### src/rtl/mmcm_drp_reconfig.sv
`default_nettype none
// ============================================================================
// mmcm_drp_reconfig - reprograms MMCM CLKOUT0/DIVCLK/CLKFBOUT through the DRP
// using read-modify-write cycles. Optional readback verify: MMCM_DRP_VERIFY_EN.
// Revision: 1.0
// ============================================================================
module mmcm_drp_reconfig (
  input  logic        clk,
  input  logic        rst,
  input  logic        cfg_valid,
  output logic        cfg_ready,
  input  logic [6:0]  cfg_master_mul,
  input  logic [6:0]  cfg_master_div,
  input  logic [6:0]  cfg_clk_div,
  output logic [6:0]  drp_daddr,
  output logic [15:0] drp_di,
  input  logic [15:0] drp_do,
  output logic        drp_den,
  output logic        drp_dwe,
  input  logic        drp_drdy,
  output logic        mmcm_rst,
  input  logic        mmcm_locked,
  output logic        busy,
  output logic        done,
  output logic        err
);

  localparam logic [7:0]  C_DRP_TMO_LAST  = 8'hFF;
  localparam logic [15:0] C_LOCK_TMO_LAST = 16'hFFFF;
  localparam logic [2:0]  C_LAST_REG      = 3'd4;

  typedef enum logic [3:0] {
    S_IDLE       = 4'd0,
    S_ASSERT_RST = 4'd1,
    S_RD         = 4'd2,
    S_RD_WAIT    = 4'd3,
    S_WR         = 4'd4,
    S_WR_WAIT    = 4'd5,
    S_RELEASE    = 4'd6,
    S_LOCK_WAIT  = 4'd7,
    S_DONE       = 4'd8
`ifdef MMCM_DRP_VERIFY_EN
    ,
    S_VRD        = 4'd9,
    S_VRD_WAIT   = 4'd10
`endif
  } state_e;

  state_e      state_q, state_d;
  logic [6:0]  mul_q, mul_d;
  logic [6:0]  mdiv_q, mdiv_d;
  logic [6:0]  cdiv_q, cdiv_d;
  logic [2:0]  idx_q, idx_d;
  logic [6:0]  daddr_q, daddr_d;
  logic [15:0] di_q, di_d;
  logic        err_q, err_d;
  logic [7:0]  drp_tmo_q, drp_tmo_d;
  logic [15:0] lock_tmo_q, lock_tmo_d;

  logic        cfg_legal;
  logic        drp_wait;
  logic        step_next;
  logic [15:0] reg_new;
  logic [15:0] reg_keep;

  // Divider field helpers: high=floor(d/2), low=d-high, edge=d[0], no_count=(d==1).
  // Only six bits of high/low exist in the MMCM, so low is formed modulo 64.
  function automatic logic [15:0] fn_r1(input logic [6:0] d);
    logic [5:0] hi;
    logic [5:0] lo;
    hi = d[6:1];
    lo = d[5:0] - hi;
    return {4'b0000, hi, lo};
  endfunction

  function automatic logic [15:0] fn_r2(input logic [6:0] d);
    return {8'h00, d[0], (d == 7'd1), 6'd0};
  endfunction

  function automatic logic [15:0] fn_divclk(input logic [6:0] d);
    logic [5:0] hi;
    logic [5:0] lo;
    hi = d[6:1];
    lo = d[5:0] - hi;
    return {2'b00, d[0], (d == 7'd1), hi, lo};
  endfunction

  function automatic logic [6:0] fn_addr(input logic [2:0] idx);
    logic [6:0] a;
    case (idx)
      3'd0:    a = 7'h08;
      3'd1:    a = 7'h09;
      3'd2:    a = 7'h16;
      3'd3:    a = 7'h14;
      default: a = 7'h15;
    endcase
    return a;
  endfunction

  assign cfg_legal = (cfg_master_mul >= 7'd2) && (cfg_master_mul <= 7'd64) &&
                     (cfg_master_div >= 7'd1) && (cfg_master_div <= 7'd106) &&
                     (cfg_clk_div    >= 7'd1) && (cfg_clk_div    <= 7'd126);

  always_comb begin
    reg_new  = 16'h0000;
    reg_keep = 16'h0000;
    case (idx_q)
      3'd0: begin
        reg_new  = fn_r1(cdiv_q);
        reg_keep = 16'h1000;
      end
      3'd1: begin
        reg_new  = fn_r2(cdiv_q);
        reg_keep = 16'hFF00;
      end
      3'd2: begin
        reg_new  = fn_divclk(mdiv_q);
        reg_keep = 16'hC000;
      end
      3'd3: begin
        reg_new  = fn_r1(mul_q);
        reg_keep = 16'h1000;
      end
      default: begin
        reg_new  = fn_r2(mul_q);
        reg_keep = 16'hFF00;
      end
    endcase
  end

  always_ff @(posedge clk) begin
    if (rst) begin
      state_q    <= S_IDLE;
      mul_q      <= 7'd0;
      mdiv_q     <= 7'd0;
      cdiv_q     <= 7'd0;
      idx_q      <= 3'd0;
      daddr_q    <= 7'd0;
      di_q       <= 16'h0000;
      err_q      <= 1'b0;
      drp_tmo_q  <= 8'd0;
      lock_tmo_q <= 16'd0;
    end else begin
      state_q    <= state_d;
      mul_q      <= mul_d;
      mdiv_q     <= mdiv_d;
      cdiv_q     <= cdiv_d;
      idx_q      <= idx_d;
      daddr_q    <= daddr_d;
      di_q       <= di_d;
      err_q      <= err_d;
      drp_tmo_q  <= drp_tmo_d;
      lock_tmo_q <= lock_tmo_d;
    end
  end

  always_comb begin
    state_d    = state_q;
    mul_d      = mul_q;
    mdiv_d     = mdiv_q;
    cdiv_d     = cdiv_q;
    idx_d      = idx_q;
    daddr_d    = daddr_q;
    di_d       = di_q;
    err_d      = err_q;
    drp_tmo_d  = drp_tmo_q;
    lock_tmo_d = lock_tmo_q;
    drp_wait   = 1'b0;
    step_next  = 1'b0;

    case (state_q)
      S_IDLE: begin
        if (cfg_valid) begin
          mul_d  = cfg_master_mul;
          mdiv_d = cfg_master_div;
          cdiv_d = cfg_clk_div;
          idx_d  = 3'd0;
          err_d  = !cfg_legal;
          state_d = cfg_legal ? S_ASSERT_RST : S_DONE;
        end
      end
      S_ASSERT_RST: begin
        daddr_d = fn_addr(idx_q);
        state_d = S_RD;
      end
      S_RD: begin
        drp_tmo_d = 8'd0;
        state_d   = S_RD_WAIT;
      end
      S_RD_WAIT: begin
        drp_wait = 1'b1;
        if (drp_drdy) begin
          di_d    = (drp_do & reg_keep) | (reg_new & ~reg_keep);
          state_d = S_WR;
        end
      end
      S_WR: begin
        drp_tmo_d = 8'd0;
        state_d   = S_WR_WAIT;
      end
      S_WR_WAIT: begin
        drp_wait = 1'b1;
        if (drp_drdy) begin
`ifdef MMCM_DRP_VERIFY_EN
          state_d = S_VRD;
`else
          step_next = 1'b1;
`endif
        end
      end
`ifdef MMCM_DRP_VERIFY_EN
      S_VRD: begin
        drp_tmo_d = 8'd0;
        state_d   = S_VRD_WAIT;
      end
      S_VRD_WAIT: begin
        drp_wait = 1'b1;
        if (drp_drdy) begin
          // A readback mismatch is recorded but the remaining registers still get written.
          if (drp_do != di_q) begin
            err_d = 1'b1;
          end
          step_next = 1'b1;
        end
      end
`endif
      S_RELEASE: begin
        lock_tmo_d = 16'd0;
        state_d    = S_LOCK_WAIT;
      end
      S_LOCK_WAIT: begin
        if (mmcm_locked) begin
          state_d = S_DONE;
        end else if (lock_tmo_q == C_LOCK_TMO_LAST) begin
          err_d   = 1'b1;
          state_d = S_DONE;
        end else begin
          lock_tmo_d = lock_tmo_q + 16'd1;
        end
      end
      S_DONE: begin
        state_d = S_IDLE;
      end
      default: begin
        state_d = S_IDLE;
      end
    endcase

    if (step_next) begin
      if (idx_q == C_LAST_REG) begin
        state_d = S_RELEASE;
      end else begin
        idx_d   = idx_q + 3'd1;
        daddr_d = fn_addr(idx_q + 3'd1);
        state_d = S_RD;
      end
    end

    // The 256th silent wait cycle after a den pulse aborts the sequence.
    if (drp_wait && !drp_drdy) begin
      if (drp_tmo_q == C_DRP_TMO_LAST) begin
        err_d   = 1'b1;
        state_d = S_DONE;
      end else begin
        drp_tmo_d = drp_tmo_q + 8'd1;
      end
    end
  end

  always_comb begin
    mmcm_rst = 1'b0;
    case (state_q)
      S_ASSERT_RST, S_RD, S_RD_WAIT, S_WR, S_WR_WAIT: mmcm_rst = 1'b1;
`ifdef MMCM_DRP_VERIFY_EN
      S_VRD, S_VRD_WAIT: mmcm_rst = 1'b1;
`endif
      default: mmcm_rst = 1'b0;
    endcase
  end

  always_comb begin
    drp_den = 1'b0;
    case (state_q)
      S_RD, S_WR: drp_den = 1'b1;
`ifdef MMCM_DRP_VERIFY_EN
      S_VRD: drp_den = 1'b1;
`endif
      default: drp_den = 1'b0;
    endcase
  end

  assign drp_dwe   = (state_q == S_WR);
  assign cfg_ready = (state_q == S_IDLE);
  assign busy      = (state_q != S_IDLE);
  assign done      = (state_q == S_DONE);
  assign err       = err_q;
  assign drp_daddr = daddr_q;
  assign drp_di    = di_q;

endmodule
`default_nettype wire
### config.mk
export PLATFORM = sky130hd
export DESIGN_NAME = mmcm_drp_reconfig
export DESIGN_NICKNAME = d
export VERILOG_FILES = /design/src/rtl/mmcm_drp_reconfig.sv
export SDC_FILE = /design/constraint.sdc
export NUM_CORES = 1
export LEC_CHECK = 0
export ABC_CLOCK_PERIOD_IN_PS = 1900
export CORE_MARGIN = 3
export CORE_UTILIZATION = 49
export DETAILED_ROUTE_END_ITERATION = 10
export PLACE_DENSITY = 0.81
export SLEW_MARGIN = 25
export SYNTH_ARGS = -nofsm -noshare
export SYNTH_HDL_FRONTEND = slang
export SYNTH_SLANG_ARGS = --single-unit
### constraint.sdc
create_clock -name clk -period 1.9 [get_ports clk]
set_input_delay 0.285 -clock clk [delete_from_list [all_inputs] [get_ports clk]]
set_output_delay 0.285 -clock clk [all_outputs]
set_load 0.1 [all_outputs]
==> impl_metrics.csv, run 1 <==
group,metric,value,unit
status,outcome,"finished clean",
layout,regArea,1550,µm²
die,die_x,101,µm
synthesis,yosysTopAreaCell,"dfxtp_1",
flow_run,cap_violations,0,
synthesis,synth_edf_count,0,
pwr,power,4090,µW
layout,nFillCells,688,
sta,slew_violations,0,
clock_tree,clk_latency,0.36,ns
route,avgRoutedWirePerCell,15.9,µm
place,dpl.cell_count,783,
synthesis,synth_top_area_frac,0.341,
place,placed_area,5760,µm²
critical_path,arrival,2.15,ns
layout,antennaDiodeCount,0,
clock_tree,htreeDepth,3,
pwr,ir_worst_vdd,0.471,mV
pwr,p_per_area,662,nW/µm²
critical_path,crit_chain,"buf_4 > ha_1 > nor2b_1 > o31a_1 > o32ai_1 > a22oi_1 > o22ai_1",
critical_path,reg2reg_setup_slack,0.03,ns
die,num_rows,34,
place,dp_hpwl,9.79,mm
route,via_per_inst,5.71,
sta,finalCriticalPeriod,1.87,ns
global_routing,grt_pass1_vias,4439,
critical_path,critical_path_class,"reg2reg",
synthesis,synth_common_cells,"76 x dfxtp_1, 68 x nand2_1, 60 x a21oi_1, 57 x nor2_1, 30 x inv_1",
layout,syn2layout_area_growth,38.4,%
sta,whs,0.391,ns
critical_path,start_kind,"flip-flop",
global_routing,grtUsageTotal,0.251,
pwr,leakagePower,0.00245,µW
clock_tree,cts_root_buf,"clkbuf_8",
worst_hold_path,holdPathEnd,"lock_tmo_q[1]$_SDFFE_PP0P_",
synthesis,ys_ff_latch,76,
sta,finalSetupViolCount,0,
die,start_util,0.507,
layout,final_area,6180,µm²
layout,drive_gt1_frac,0.268,
synthesis,synth_flop_cell,"dfxtp_1",
sta,worst_clock_skew,0.00930,ns
sta,max_freq,0.535,GHz
critical_path,slowest_delay,0.35,ns
clock_tree,cts_sinks,76,
synthesis,synth.yosys.seq_area_share,0.341,
synthesis,synth.most_common_cell,"dfxtp_1",
clock_tree,cts_tree,"done",
synthesis,async_flop_share,0,
critical_path,worst-path-buf-inv,1,
critical_path,timing.rr.start,"cdiv_q[1]$_SDFFE_PP0P_",
synthesis,synthCells,566,
critical_path,cp-end-kind,"flip-flop",
route,dr.pass1.iters,6,
sta,fin_crit_sh,0.984,
die,fp.dieArea,10300,µm²
route,drt_iter0_drc,279,
layout,stdcell_count,803,
route,ant_nets,0,
layout,fin_nets,762,
critical_path,cpMaxStageDelayCell,"dfxtp_2",
die,core_area,8810,µm²
global_routing,antenna_found_initial,0,
synthesis,synth.cell_area,4470,µm²
die,num_io_pins,72,
critical_path,reg2reg_depth,7,
synthesis,post_synth_num_cell_types,56,
route,drt-total-wl,12.8,mm
synthesis,syn_area_per_cell,7.89,µm²
synthesis,yosysWarnings,0,
place,portBuffers,63,
synthesis,synthTopCellsByArea,"dfxtp_1 34%, ha_1 7.6%, a21oi_1 6.7%, nand2_1 5.7%, nor2_1 4.8%",
global_routing,grt_overflow,0,
sta,hold_viol,0,
clock_tree,cts_buffers,9,
sta,rsz0062_at_grt,"yes",
sta,worst_pin_slew,0.501,ns
sta,max_slew_margin,0.658,
worst_hold_path,whs_path_depth,2,
layout,post-route-util,0.702,
worst_hold_path,hold_class,"in2reg",
critical_path,crit_family,"compound AO/OA/AOI/OAI gates",
critical_path,rr_endpoint,"drp_di[5]$_SDFFE_PP0P_",
synthesis,syn_nets,638,
clock_tree,clk_pin_slew,0.08,ns
critical_path,critPathMaxFanout,4,
worst_hold_path,hp-start,"rst",
clock_tree,ctsHoldBuffers,0,
clock_tree,clock_path_buffers,2,
critical_path,critPathRequiredTime,2.18,ns
route,num_vias,4582,
global_routing,grt_pass1_wl,20.8,mm
place,gp_congestion,0.906,
die,fp.dieH,101,µm
layout,multi_input_area,2950,µm²
route,drc,0,
global_routing,grt_start_max_net_pins,26,
report_power, final:
part	internal (µW)	total, µW	switching, µW
sequential	1640	1710	68.9
clock	548	1170	620
combinational	534	1210	679
routing by layer:
layer,vias to the layer above,track usage,routed length (µm),share of wire
met5,-,0,0,0
met4,0,0.0869,276,0.022
met3,26,0.0406,729,0.057
met2,157,0.431,6310,0.49
met1,2130,0.320,5470,0.43
li1,2269,-,-,-
logic make-up after synthesis:
logic type      synth area share
compound gates             0.215
xor+xnor                  0.0471
fa+ha+maj                 0.0891
buf+inv                   0.0507
flops                      0.341
mux                       0.0115
simple gates               0.246
state kept, by name (all words and copies together), names as in the netlist:
| signal | cells |
|---|---|
| cdiv_q | 7 |
| state_q | 4 |
| mul_q | 7 |
| idx_q | 3 |
| lock_tmo_q | 16 |
| drp_daddr | 7 |
| drp_di | 16 |
| drp_tmo_q | 8 |
| mdiv_q | 7 |
| err | 1 |
per-stage QoR:
step | setup slack, ns | TNS (ns)
3_5_place_dp | -0.217 | -1.96
4_1_cts | -0.0227 | -0.0227
3_3_place_gp | -0.190 | -0.936
2_1_floorplan | -0.231 | -5.83
6_report | 0.0311 | 0
5_1_grt | -0.0680 | -0.133
cells in the final DEF, fill, tap and decap left out, types with 5 or more instances in the layout:
cell type and count:
a211oi_1 12, nand2_1 66, o22ai_1 5, o21ai_0 12
nand3_1 14, a22oi_1 7, dfxtp_2 9, a222oi_1 6
xnor2_1 19, nor2b_1 8, ha_1 23, nor3_1 15
clkbuf_8 11, clkdlybuf4s50_1 32, a311oi_1 6, nor2_1 53
dfxtp_1 63, or3_1 5, a21o_1 6, xor2_1 5
buf_4 100, inv_1 25, a21oi_1 58, nand2b_1 5
nand4_1 5, and3_1 7, buf_12 8, nand3b_1 6
or4_1 5, nor4_1 5
worst max-delay path by stage:
| stage | from | endpoint | cells past startpoint |
|---|---|---|---|
| after floorplan | state_q[3]$_SDFF_PP0_ | cdiv_q[1]$_SDFFE_PP0P_ | 9 |
| after global placement | cfg_clk_div[3] | err$_SDFF_PP0_ | 7 |
| after detailed placement | cfg_clk_div[5] | err$_SDFF_PP0_ | 7 |
| after CTS | mdiv_q[2]$_SDFFE_PP0P_ | drp_di[5]$_SDFFE_PP0P_ | 8 |
| after global routing | cdiv_q[0]$_SDFFE_PP0P_ | drp_di[4]$_SDFFE_PP0P_ | 9 |
| final | cdiv_q[1]$_SDFFE_PP0P_ | drp_di[5]$_SDFFE_PP0P_ | 7 |
repair_timing:
item                                    in CTS  in global routing
endpoints found under the setup margin      21                 31
setup buffers                                0                  4
cloned                                       0                  0
pin swaps                                    4                 14
resized for setup                           16                 47
area by class of cell:
class                           count  share of cell area
Clock buffer                       11              0.0245
Clock inverter                      5             0.00567
Inverter                           30              0.0196
Multi-Input combinational cell    431               0.476
Sequential cell                    76               0.250
Tap cell                          108              0.0219
Timing Repair Buffer              142               0.202
(Power assumes the default switching activity.)
==> run 2, diff against run 1 <==
- PLACE_DENSITY: 0.81 -> not set
- PLACE_DENSITY_LB_ADDON: not set -> 0.1
==> run 2 against run 1 <==
Compared with the run above: clock skew grew 0.0054 ns; critical path depth is the same; clock-buffer cell count shrank 2; die area is the same; largest cell class unchanged; final cell count grew 1.4%; highest routed layer unchanged; critical path type unchanged.
==> impl_metrics.csv, run 2 (synthesized netlist as in run 1, its figures left out) <==
group,metric,value,unit
status,outcome,"finished clean",
critical_path,crit_family,"compound AO/OA/AOI/OAI gates",
critical_path,slowest_delay,0.38,ns
place,portBuffers,63,
global_routing,grt_pass1_wl,21.0,mm
pwr,leakagePower,0.00248,µW
place,placed_area,5860,µm²
place,dp_hpwl,9.96,mm
critical_path,critPathRequiredTime,2.13,ns
clock_tree,cts_tree,"done",
place,place_ws,-0.293,ns
die,fp.dieH,101,µm
flow_run,cap_violations,0,
critical_path,start_kind,"flip-flop",
layout,fin_nets,773,
sta,fin_crit_sh,0.986,
clock_tree,clk_pin_slew,0.09,ns
sta,rsz0062_at_grt,"yes",
route,num_vias,4618,
pwr,p_per_area,665,nW/µm²
critical_path,critical_path_class,"reg2reg",
sta,worst_pin_slew,0.518,ns
layout,final_cell_mix,"111 x buf_4, 66 x nand2_1, 63 x dfxtp_1",
route,ant_nets,0,
place,dpl.cell_count,797,
critical_path,crit_chain,"ha_4 > nor2b_1 > o21a_1 > o21ai_2 > mux2_4 > nor4_4 > o22ai_1",
critical_path,arrival,2.10,ns
sta,max_freq,0.534,GHz
clock_tree,cts_sinks,76,
pwr,ir_worst_vdd,0.490,mV
global_routing,grtUsageTotal,0.256,
die,num_rows,34,
die,fp.dieArea,10300,µm²
die,core_area,8810,µm²
clock_tree,htreeDepth,3,
clock_tree,clk_latency,0.36,ns
sta,worst_clock_skew,0.0147,ns
worst_hold_path,hold_class,"in2reg",
layout,antennaDiodeCount,0,
critical_path,cpMaxStageDelayCell,"dfxtp_4",
route,via_per_inst,5.67,
die,die_x,101,µm
global_routing,grt_overflow,0,
global_routing,grt_start_max_net_pins,28,
critical_path,reg2reg_depth,7,
clock_tree,ctsHoldBuffers,0,
critical_path,rr_endpoint,"drp_di[5]$_SDFFE_PP0P_",
route,avgRoutedWirePerCell,16.1,µm
worst_hold_path,holdPathEnd,"err$_SDFF_PP0_",
clock_tree,cts_root_buf,"clkbuf_8",
sta,finalSetupViolCount,0,
critical_path,worst-path-buf-inv,0,
critical_path,startpoint,"mdiv_q[1]$_SDFFE_PP0P_",
sta,slew_violations,0,
die,num_io_pins,72,
global_routing,grt_pass1_vias,4449,
layout,final_common_cell,"buf_4",
route,drc,0,
global_routing,antenna_found_initial,0,
route,dr.pass1.iters,7,
sta,hold_viol,0,
sta,finalCriticalPeriod,1.87,ns
sta,max_slew_margin,0.646,
critical_path,reg2reg_setup_slack,0.03,ns
worst_hold_path,hp-start,"rst",
worst_hold_path,whs_path_depth,2,
layout,stdcell_count,814,
place,gp_congestion,0.912,
route,drt-total-wl,13.1,mm
critical_path,critPathMaxFanout,4,
layout,drive_gt1_frac,0.272,
die,start_util,0.507,
critical_path,timing.rr.start,"mdiv_q[1]$_SDFFE_PP0P_",
layout,final_area,6240,µm²
sta,tns,0,ns
sta,layout_setup_ws,0.0275,ns
route,drt_iter0_drc,257,
layout,syn2layout_area_growth,39.8,%
pwr,power,4150,µW
clock_tree,clock_path_buffers,2,
clock_tree,cts_buffers,9,
critical_path,cp-end-kind,"flip-flop",
layout,nFillCells,734,
==> run 2: metal layers <==
| metal | vias to the layer above | wire (µm) | GRT usage |
|---|---|---|---|
| met5 | - | 0 | 0 |
| met4 | 0 | 321 | 0.0971 |
| met3 | 28 | 786 | 0.0406 |
| met2 | 161 | 6140 | 0.416 |
| met1 | 2129 | 5850 | 0.342 |
| li1 | 2300 | - | - |
==> run 2: area by class of cell <==
class | count | area (µm²) | share of cell area
clock buffers | 9 | 124 | 0.0198
clock inverters | 7 | 58.8 | 0.00942
inverters | 30 | 119 | 0.0190
multi-input cells | 431 | 2930 | 0.470
flip-flops and latches | 76 | 1550 | 0.247
well taps | 108 | 135 | 0.0216
repair buffers | 153 | 1330 | 0.213
==> run 2: how the worst max path moves through the flow <==
stage                                        end  slack (ns)  cells after the start
final                     drp_di[5]$_SDFFE_PP0P_        0.03                      7
after global placement            err$_SDFF_PP0_       -0.22                      7
after global routing      drp_di[4]$_SDFFE_PP0P_       -0.07                      9
after detailed placement          err$_SDFF_PP0_       -0.29                      7
after floorplan           cdiv_q[1]$_SDFFE_PP0P_       -0.23                      9
after CTS                 drp_di[4]$_SDFFE_PP0P_       0.002                      8
==> run 2: through the flow <==
stage	hold slack (ns)	utilization
floorplan	0.421	-
finish	0.217	0.709
global placement	0.467	0.666
CTS	0.195	0.693
detailed placement	0.467	0.666
global route	0.218	0.709
==> run 2: where the power goes <==
part	internal, µW	switching [µW]	total, µW
combinational	548	691	1240
clock	498	703	1200
sequential	1650	65.5	1710
==> run 2: timing repair <==
item	4_1_cts	5_1_grt
pin swaps	4	18
setup endpoints to repair	10	23
cloned	0	0
resized for setup	17	38
hold endpoints to repair	0	0
setup buffers	0	1
==> run 3, diff against run 2 <==
- CORE_UTILIZATION: 49 -> 40
==> run 3 against run 2 <==
Compared with the run above: setup slack gained 0.014 ns; largest cell class unchanged; routed wire length grew 3.0%; largest power group unchanged; maximum frequency grew 0.78%; sequential power is essentially flat; total power grew 7.1%; register-to-register slack is essentially flat.
==> impl_metrics.csv, run 3 (synthesized netlist as in run 1, its figures left out) <==
group,metric,value,unit
status,outcome,"finished clean",
layout,regArea,1550,µm²
layout,nFillCells,971,
sta,max_slew_margin,0.655,
die,fp.dieArea,12500,µm²
global_routing,antenna_found_initial,0,
critical_path,slowest_delay,0.39,ns
place,place_ws,-0.281,ns
sta,finalCriticalPeriod,1.86,ns
critical_path,arrival,2.14,ns
layout,fin_nets,776,
global_routing,grt_pass1_wl,21.5,mm
sta,slew_violations,0,
clock_tree,cts_buffers,9,
clock_tree,htreeDepth,3,
critical_path,path_common_cell,"inv_2",
route,drt-total-wl,13.5,mm
clock_tree,cts_sinks,76,
die,num_rows,37,
clock_tree,cts_tree,"done",
die,fp.dieH,112,µm
sta,hold_viol,0,
critical_path,start_kind,"flip-flop",
pwr,ir_worst_vdd,0.601,mV
sta,fin_crit_sh,0.978,
route,drc,0,
critical_path,cpMaxStageDelayCell,"fa_2",
flow_run,cap_violations,0,
layout,multi_input_area,2960,µm²
place,gp_congestion,0.872,
sta,layout_setup_ws,0.0420,ns
die,num_io_pins,72,
sta,worst_pin_slew,0.504,ns
pwr,p_per_area,695,nW/µm²
route,avgRoutedWirePerCell,16.0,µm
layout,syn2layout_area_growth,43.2,%
clock_tree,clock_path_buffers,2,
layout,drive_gt1_frac,0.292,
worst_hold_path,hold_class,"in2reg",
route,drt_iter0_drc,302,
sta,max_freq,0.538,GHz
sta,whs,0.261,ns
die,die_x,112,µm
global_routing,grt_overflow,0,
place,portBuffers,63,
pwr,leakagePower,0.00253,µW
critical_path,crit_chain,"inv_2 > ha_4 > inv_2 > fa_2 > a21o_1 > a21oi_2 > xnor2_1 > a22oi_1 > a211oi_1",
route,dr.pass1.iters,5,
sta,finalSetupViolCount,0,
layout,final_common_cell,"buf_4",
die,start_util,0.421,
critical_path,critical_path_class,"reg2reg",
place,dp_hpwl,10.2,mm
clock_tree,cts_root_buf,"clkbuf_8",
clock_tree,clk_pin_slew,0.09,ns
global_routing,grt_start_max_net_pins,31,
sta,worst_clock_skew,0.0108,ns
global_routing,grtUsageTotal,0.210,
critical_path,critPathMaxFanout,2,
sta,rsz0062_at_grt,"yes",
global_routing,grt_pass1_vias,4444,
critical_path,cp-end-kind,"flip-flop",
layout,final_cell_mix,"113 x buf_4, 66 x nand2_1, 60 x dfxtp_1",
route,ant_nets,0,
die,core_area,10600,µm²
layout,antennaDiodeCount,0,
route,num_vias,4559,
clock_tree,clk_latency,0.37,ns
critical_path,critPathRequiredTime,2.18,ns
route,via_per_inst,5.40,
## run 3: cell type report
class	count	area share
tap	136	0.0266
clock inverter	5	0.0131
clock buffer	11	0.0237
inverter	30	0.0182
timing repair buffer	156	0.213
multi-input combinational	431	0.462
sequential	76	0.243
## run 3: final timing paths
check,start,to,slack [ns],cells past startpoint
worst max-delay path,cdiv_q[0]$_SDFFE_PP0P_,drp_di[4]$_SDFFE_PP0P_,0.04,9
worst min-delay path,rst,err$_SDFF_PP0_,0.26,2
worst max register to register,cdiv_q[0]$_SDFFE_PP0P_,drp_di[4]$_SDFFE_PP0P_,0.04,9
worst min register to register,drp_di[7]$_SDFFE_PP0P_,drp_di[7]$_SDFFE_PP0P_,0.49,2
## run 3: repair_timing
action / 4_1_cts / 5_1_grt
setup buffers: 0 / 3
hold endpoints to repair: 0 / 0
setup endpoints to repair: 4 / 29
resized for setup: 6 / 61
hold buffers: 0 / 0
pin swaps: 0 / 25
## run 3: through the flow
stage | utilization | instance area (µm²) | TNS [ns] | cells | total power [µW]
finish | 0.604 | 6400 | 0 | 845 | 4450
global route | 0.604 | 6400 | -0.0728 | 845 | 4650
CTS | 0.582 | 6170 | 0 | 842 | 4380
detailed placement | 0.558 | 5920 | -0.640 | 826 | 2910
global placement | 0.558 | 5920 | -0.482 | 826 | 2890
floorplan | - | 4550 | -5.83 | 566 | 2470
## run 3: worst max-delay path, delay by kind of cell, from the launching register on
kind / cells / cell delay, ns
adder cells (fa/ha/maj): 2 / 0.54
XOR/XNOR: 1 / 0.13
AO/OA/AOI/OAI: 4 / 0.66
buffers and inverters: 2 / 0.11
flip-flops: 1 / 0.33
## run 3: per-layer routing
metal  GRT usage  share of wire
met1       0.284           0.46
met2       0.333           0.46
met3      0.0505          0.058
met4      0.0641          0.018
met5           0              0
## run 3: power breakdown
| group | internal [µW] | total, µW | switching (µW) |
|---|---|---|---|
| sequential | 1640 | 1700 | 57.9 |
| combinational | 571 | 1280 | 710 |
| clock | 813 | 1460 | 649 |
==> edit 1: new RTL, flow settings as in run 3 <==
Add a define of `MMCM_DRP_VERIFY_EN`.
--- a/src/rtl/mmcm_drp_reconfig.sv
+++ b/src/rtl/mmcm_drp_reconfig.sv
@@ -6,2 +6,4 @@
 // ============================================================================
+`define MMCM_DRP_VERIFY_EN
+
 module mmcm_drp_reconfig (
Check against the original RTL: not equivalent (Yosys sat finds a counterexample within 10 cycles, from zero or initial values and one cycle with rst high).
==> edit 1 against run 3 <==
The flow now finishes with violations (setup timing); synthesized cell count grew 5.5%; setup slack got worse by 85 ps; die area is 5.0% higher; non-clock buffer count increased by 31; area after synthesis rose by 5.3%; design area increased by 9.1%; utilization grew 2.1 points; power rose by 14%; final cell count increased by 7.9%; largest cell class unchanged; first-iteration DRC count decreased by 9.6%; wire length is 7.3% higher; largest power group is now combinational logic; critical endpoint is now drp_di[5]$_SDFFE_PP0P_; worst hold slack improved by 73 ps; sequential cell count stayed put; via count grew 8.9%; highest routed layer unchanged.
==> edit 1: results (changes against run 3) <==
drt:
  vias: 4964  # +8.9%
  wl_met3_um: 612  # -22%
place:
  dpl.hpwl_um: 11200  # +10%
  placed_cell_area_mm2: 0.00641  # +8.3%
  place_congestion: 0.901  # +3.2%
synth:
  yosysUniqueCellTypes: 58  # +3.6%
  synth_area_leaders: "dfxtp_1, ha_1, nand2_1"
  synthMuxAreaShare: 0.0106  # -0.000841
  syn_nets: 669  # +4.9%
  yosys-top-cells-count: "nand2_1, dfxtp_1, a21oi_1, nor2_1, inv_1"
  synth_xor_area_frac: 0.0726  # +0.0256
  synth-compound-area-share: 0.214  # -0.00118
clock_tree:
  clk_latency_ps: 350  # -20 ps
  clkTransAtPathRegs_ps: 60  # -30 ps
timing:
  setup_ws_ps: -43.2  # -85.2 ps
  tightest_slew_ps: 500  # -4.13 ps
  fin_skew_ps: 6.61  # -4.24 ps
  finalSetupViolCount: 1  # +1
worst_setup_path:
  cp.arrival_ps: 2160  # +20 ps
grt:
  grt_pass1_vias: 4904  # +10%
  grt_max_degree: 25  # -19%
final_layout:
  final_nets: 839  # +8.1%
  nFillCells: 1027  # +5.8%
  drive_gt1_frac: 0.297  # +0.00467
status:
  outcome: "finished with violations"
  violations: "setup timing"
edit 1: layout make-up:
type                    count  share of cell area
multi-input cells         465               0.463
repair buffers            187               0.235
flip-flops and latches     76               0.222
clock buffers              11              0.0348
well taps                 140              0.0251
inverters                  28              0.0161
clock inverters             5             0.00394
edit 1: final timing paths:
path	to	slack [ps]	cells past startpoint
worst min register to register	drp_daddr[5]$_SDFF_PP0_	480	1
worst max register to register	drp_di[5]$_SDFFE_PP0P_	-40	8
worst max-delay path	drp_di[5]$_SDFFE_PP0P_	-40	8
worst min-delay path	drp_tmo_q[0]$_SDFF_PP0_	330	2
edit 1: power by group:
group / switching, mW / total, mW / internal [mW]
Sequential: 0.0647 / 1.73 / 1.66
Combinational: 0.964 / 1.75 / 0.790
Clock: 0.674 / 1.58 / 0.910
Total: 1.70 / 5.07 / 3.36
edit 1: metrics by stage:
stage                     utilization  hold WS (ps)  setup TNS (ps)  instances
after floorplan                     -           421            -850        597
after global placement          0.574           472           -1490        887
after detailed placement        0.574           477           -1880        887
after CTS                       0.607           339           -24.7        908
after global routing            0.625           365            -275        912
final                           0.625           334           -43.2        912
edit 1: logic make-up after synthesis:
| family | after synthesis |
|---|---|
| DFF | 76 |
| AOI/OAI and AO/OA | 152 |
| muxes | 5 |
| and+or+nand+nor | 239 |
| adders and majority gates | 30 |
| xor gates and xnor gates | 39 |
| buffers and inverters | 56 |
edit 1: routing by layer:
| metal | track usage | vias to the layer above |
|---|---|---|
| met5 | 0 | - |
| met4 | 0.0879 | 0 |
| li1 | - | 2488 |
| met2 | 0.403 | 131 |
| met3 | 0.0301 | 25 |
| met1 | 0.271 | 2320 |
edit 1: repair_timing:
item | CTS | global route
gates cloned | 0 | 0
hold endpoints to repair | 0 | 0
setup endpoints to repair | 12 | 29
buffers inserted | 5 | 5
gates resized for setup | 23 | 50
pin swaps | 4 | 25
edit 1: critical path, cell delays in order, from the launching register on:
cell and delay [ps]:
dfxtp_2 320, inv_1 50, ha_1 250, nor2b_1 150
o311a_1 310, o31ai_2 210, xnor2_1 140, a221oi_2 310
o41ai_2 90
==> edit 2: new RTL, flow settings as in run 3 <==
Without the edit above. Put one more register stage on the output `err`, cleared by the reset. The value now appears one clock later. The other outputs are not delayed to match.
--- a/src/rtl/mmcm_drp_reconfig.sv
+++ b/src/rtl/mmcm_drp_reconfig.sv
@@ -295,3 +295,9 @@
   assign done      = (state_q == S_DONE);
-  assign err       = err_q;
+  always_ff @(posedge clk) begin
+    if (rst) begin
+      err <= '0;
+    end else begin
+      err <= err_q;
+    end
+  end
   assign drp_daddr = daddr_q;
Formal check against the unedited RTL: not equivalent (a bounded check fails within 4 cycles, from zero or initial values and one cycle with rst high).
==> edit 2 against run 3 <==
Maximum frequency is essentially flat; design area shrank 0.88%; die area grew 1.2%; area after synthesis grew 1.3%; setup slack is essentially flat; sequential cell count grew 1; worst hold slack gained 46 ps; register-to-register slack gained 30 ps; wire length shrank 8.4%; power grew 8.5%; synthesized cell count shrank 2.1%.
==> edit 2: results (changes against run 3) <==
status:
  outcome: "finished clean"
grt:
  grt_max_degree: 29  # -6.5%
  grt_pass1_wl_um: 20600  # -4.3%
  antenna_found_initial: 0  # unchanged
  grt_use_total: 0.199  # -0.0110
  grt_pass1_vias: 4170  # -6.2%
place:
  place_congestion: 0.921  # +5.5%
  numPortBuffers: 63  # unchanged
  dpl.hpwl_um: 9580  # -5.8%
  placed_cell_area_mm2: 0.00587  # -0.89%
  place_inst: 798  # -3.4%
clock_tree:
  cts_root_buffer: "clkbuf_16"
  clkTransAtPathRegs_ps: 60  # -30 ps
  cts-htree-levels: 3  # unchanged
  cts_buffers: 9  # unchanged
  cts_buffer_depth: 2  # unchanged
  clk_latency_ps: 330  # -40 ps
drt:
  drtIter0Drc: 340  # +13%
  vias: 4311  # -5.4%
  dr.pass1.iters: 5  # unchanged
  route.detailed.wl_per_inst_um: 15.1  # -5.3%
synth:
  syn_nets: 626  # -1.9%
  yosysUniqueCellTypes: 62  # +11%
  syn_inst: 554  # -2.1%
  synth_seq_cells: 77  # +1.3%
  ys_seq_area_frac: 0.341  # about the same
  yosys_warnings: 0  # unchanged
  ys_async_sr_fraction: 0  # unchanged
  yosys-top-cells-count: "dfxtp_1, nand2_1, nor2_1"
  synth_area_leaders: "dfxtp_1, ha_1, nand2_1"
final_layout:
  final_nets: 744  # -4.1%
  drive_gt1_frac: 0.290  # -0.00245
  antenna_cells: 0  # unchanged
  fin_cells: 817  # -3.3%
  nFillCells: 1005  # +3.5%
worst_setup_path:
  slowest_stage: "or4_4"
  slowest_delay_ps: 560  # +170 ps
  cp.arrival_ps: 2100  # -40 ps
  cp_max_fo: 2  # unchanged
timing:
  tightest_slew_ps: 415  # -88.9 ps
  fin_skew_ps: 7.65  # -3.19 ps
  maxSlewViolCount: 0  # unchanged
worst_hold_path:
  hold_path.class: "in -> reg"
power_and_ir_drop:
  total_leakage_power_nw: 2.58  # +2.1%
  ir_drop_uv: 485  # -19%
flow_run:
  cap_viol_max_count: 0  # unchanged
-- edit 2: cell count changes after synthesis, sizes merged, moves of 7 or more --
| cell | change |
|---|---|
| a21oi | -15 |
| o21ai | +14 |
| xor2 | +10 |
| a211oi | -9 |
| xnor2 | -9 |
| a31oi | +8 |
| and3 | +8 |
| buf | +7 |
| nand4 | +7 |
-- edit 2: layout make-up --
| type | instances | area (um2) | share of cell area |
|---|---|---|---|
| timing repair buffer | 137 | 1210 | 0.191 |
| tap | 140 | 175 | 0.0276 |
| sequential | 77 | 1550 | 0.245 |
| clock inverter | 6 | 86.3 | 0.0136 |
| multi-input combinational | 415 | 2950 | 0.465 |
| inverter | 32 | 133 | 0.0209 |
| clock buffer | 10 | 239 | 0.0377 |
-- edit 2: critical path: cells and delay by family --
family                 cells  cell delay, ps
AND/OR/NAND/NOR            4            1100
AO/OA/AOI/OAI              1             260
buffers and inverters      1             240
multiplexers               1             200
-- edit 2: final timing paths --
check | endpoint | cells past startpoint | startpoint | slack [ps]
max | state_q[0]$_SDFF_PP0_ | 7 | cfg_master_mul[2] | 40
min | drp_tmo_q[1]$_SDFF_PP0_ | 2 | rst | 310
max reg2reg | drp_di[1]$_SDFFE_PP0P_ | 6 | mul_q[0]$_SDFFE_PP0P_ | 70
min reg2reg | drp_tmo_q[3]$_SDFF_PP0_ | 1 | drp_tmo_q[3]$_SDFF_PP0_ | 480
-- edit 2: cell families after synthesis --
kind of cell             Yosys count  synth area share
AO/OA/AOI/OAI                    128             0.187
XOR/XNOR                          25            0.0484
adder cells (fa/ha/maj)           30            0.0879
buffers and inverters             62            0.0650
flip-flops                        77             0.341
multiplexers                       9            0.0205
AND/OR/NAND/NOR                  223             0.251
-- edit 2: metal layers --
metal,GRT usage,part of all wire,vias up
li1,-,-,2202
met1,0.295,0.49,1990
met2,0.291,0.44,108
met3,0.0458,0.059,11
met4,0.0545,0.011,0
met5,0,0,-
-- edit 2: timing repair --
item	CTS	global route
pin swaps	7	14
resized for setup	13	29
buffers inserted	1	2
setup endpoints to repair	8	21
endpoints found under the hold margin	0	0
-- edit 2: report_power, final --
group	internal (mW)	leakage, nW	switching, mW
Clock	1.18	0.158	0.672
Sequential	1.67	0.628	0.0479
Combinational	0.527	1.80	0.723
Total	3.38	2.58	1.44
-- edit 2: through the flow --
stage                     setup slack, ps  power (mW)
after floorplan                      -141        2.54
after global placement               -522        2.93
after detailed placement             -579        2.94
after CTS                            8.48        4.82
after global routing                -5.82        5.04
final                                42.1        4.82
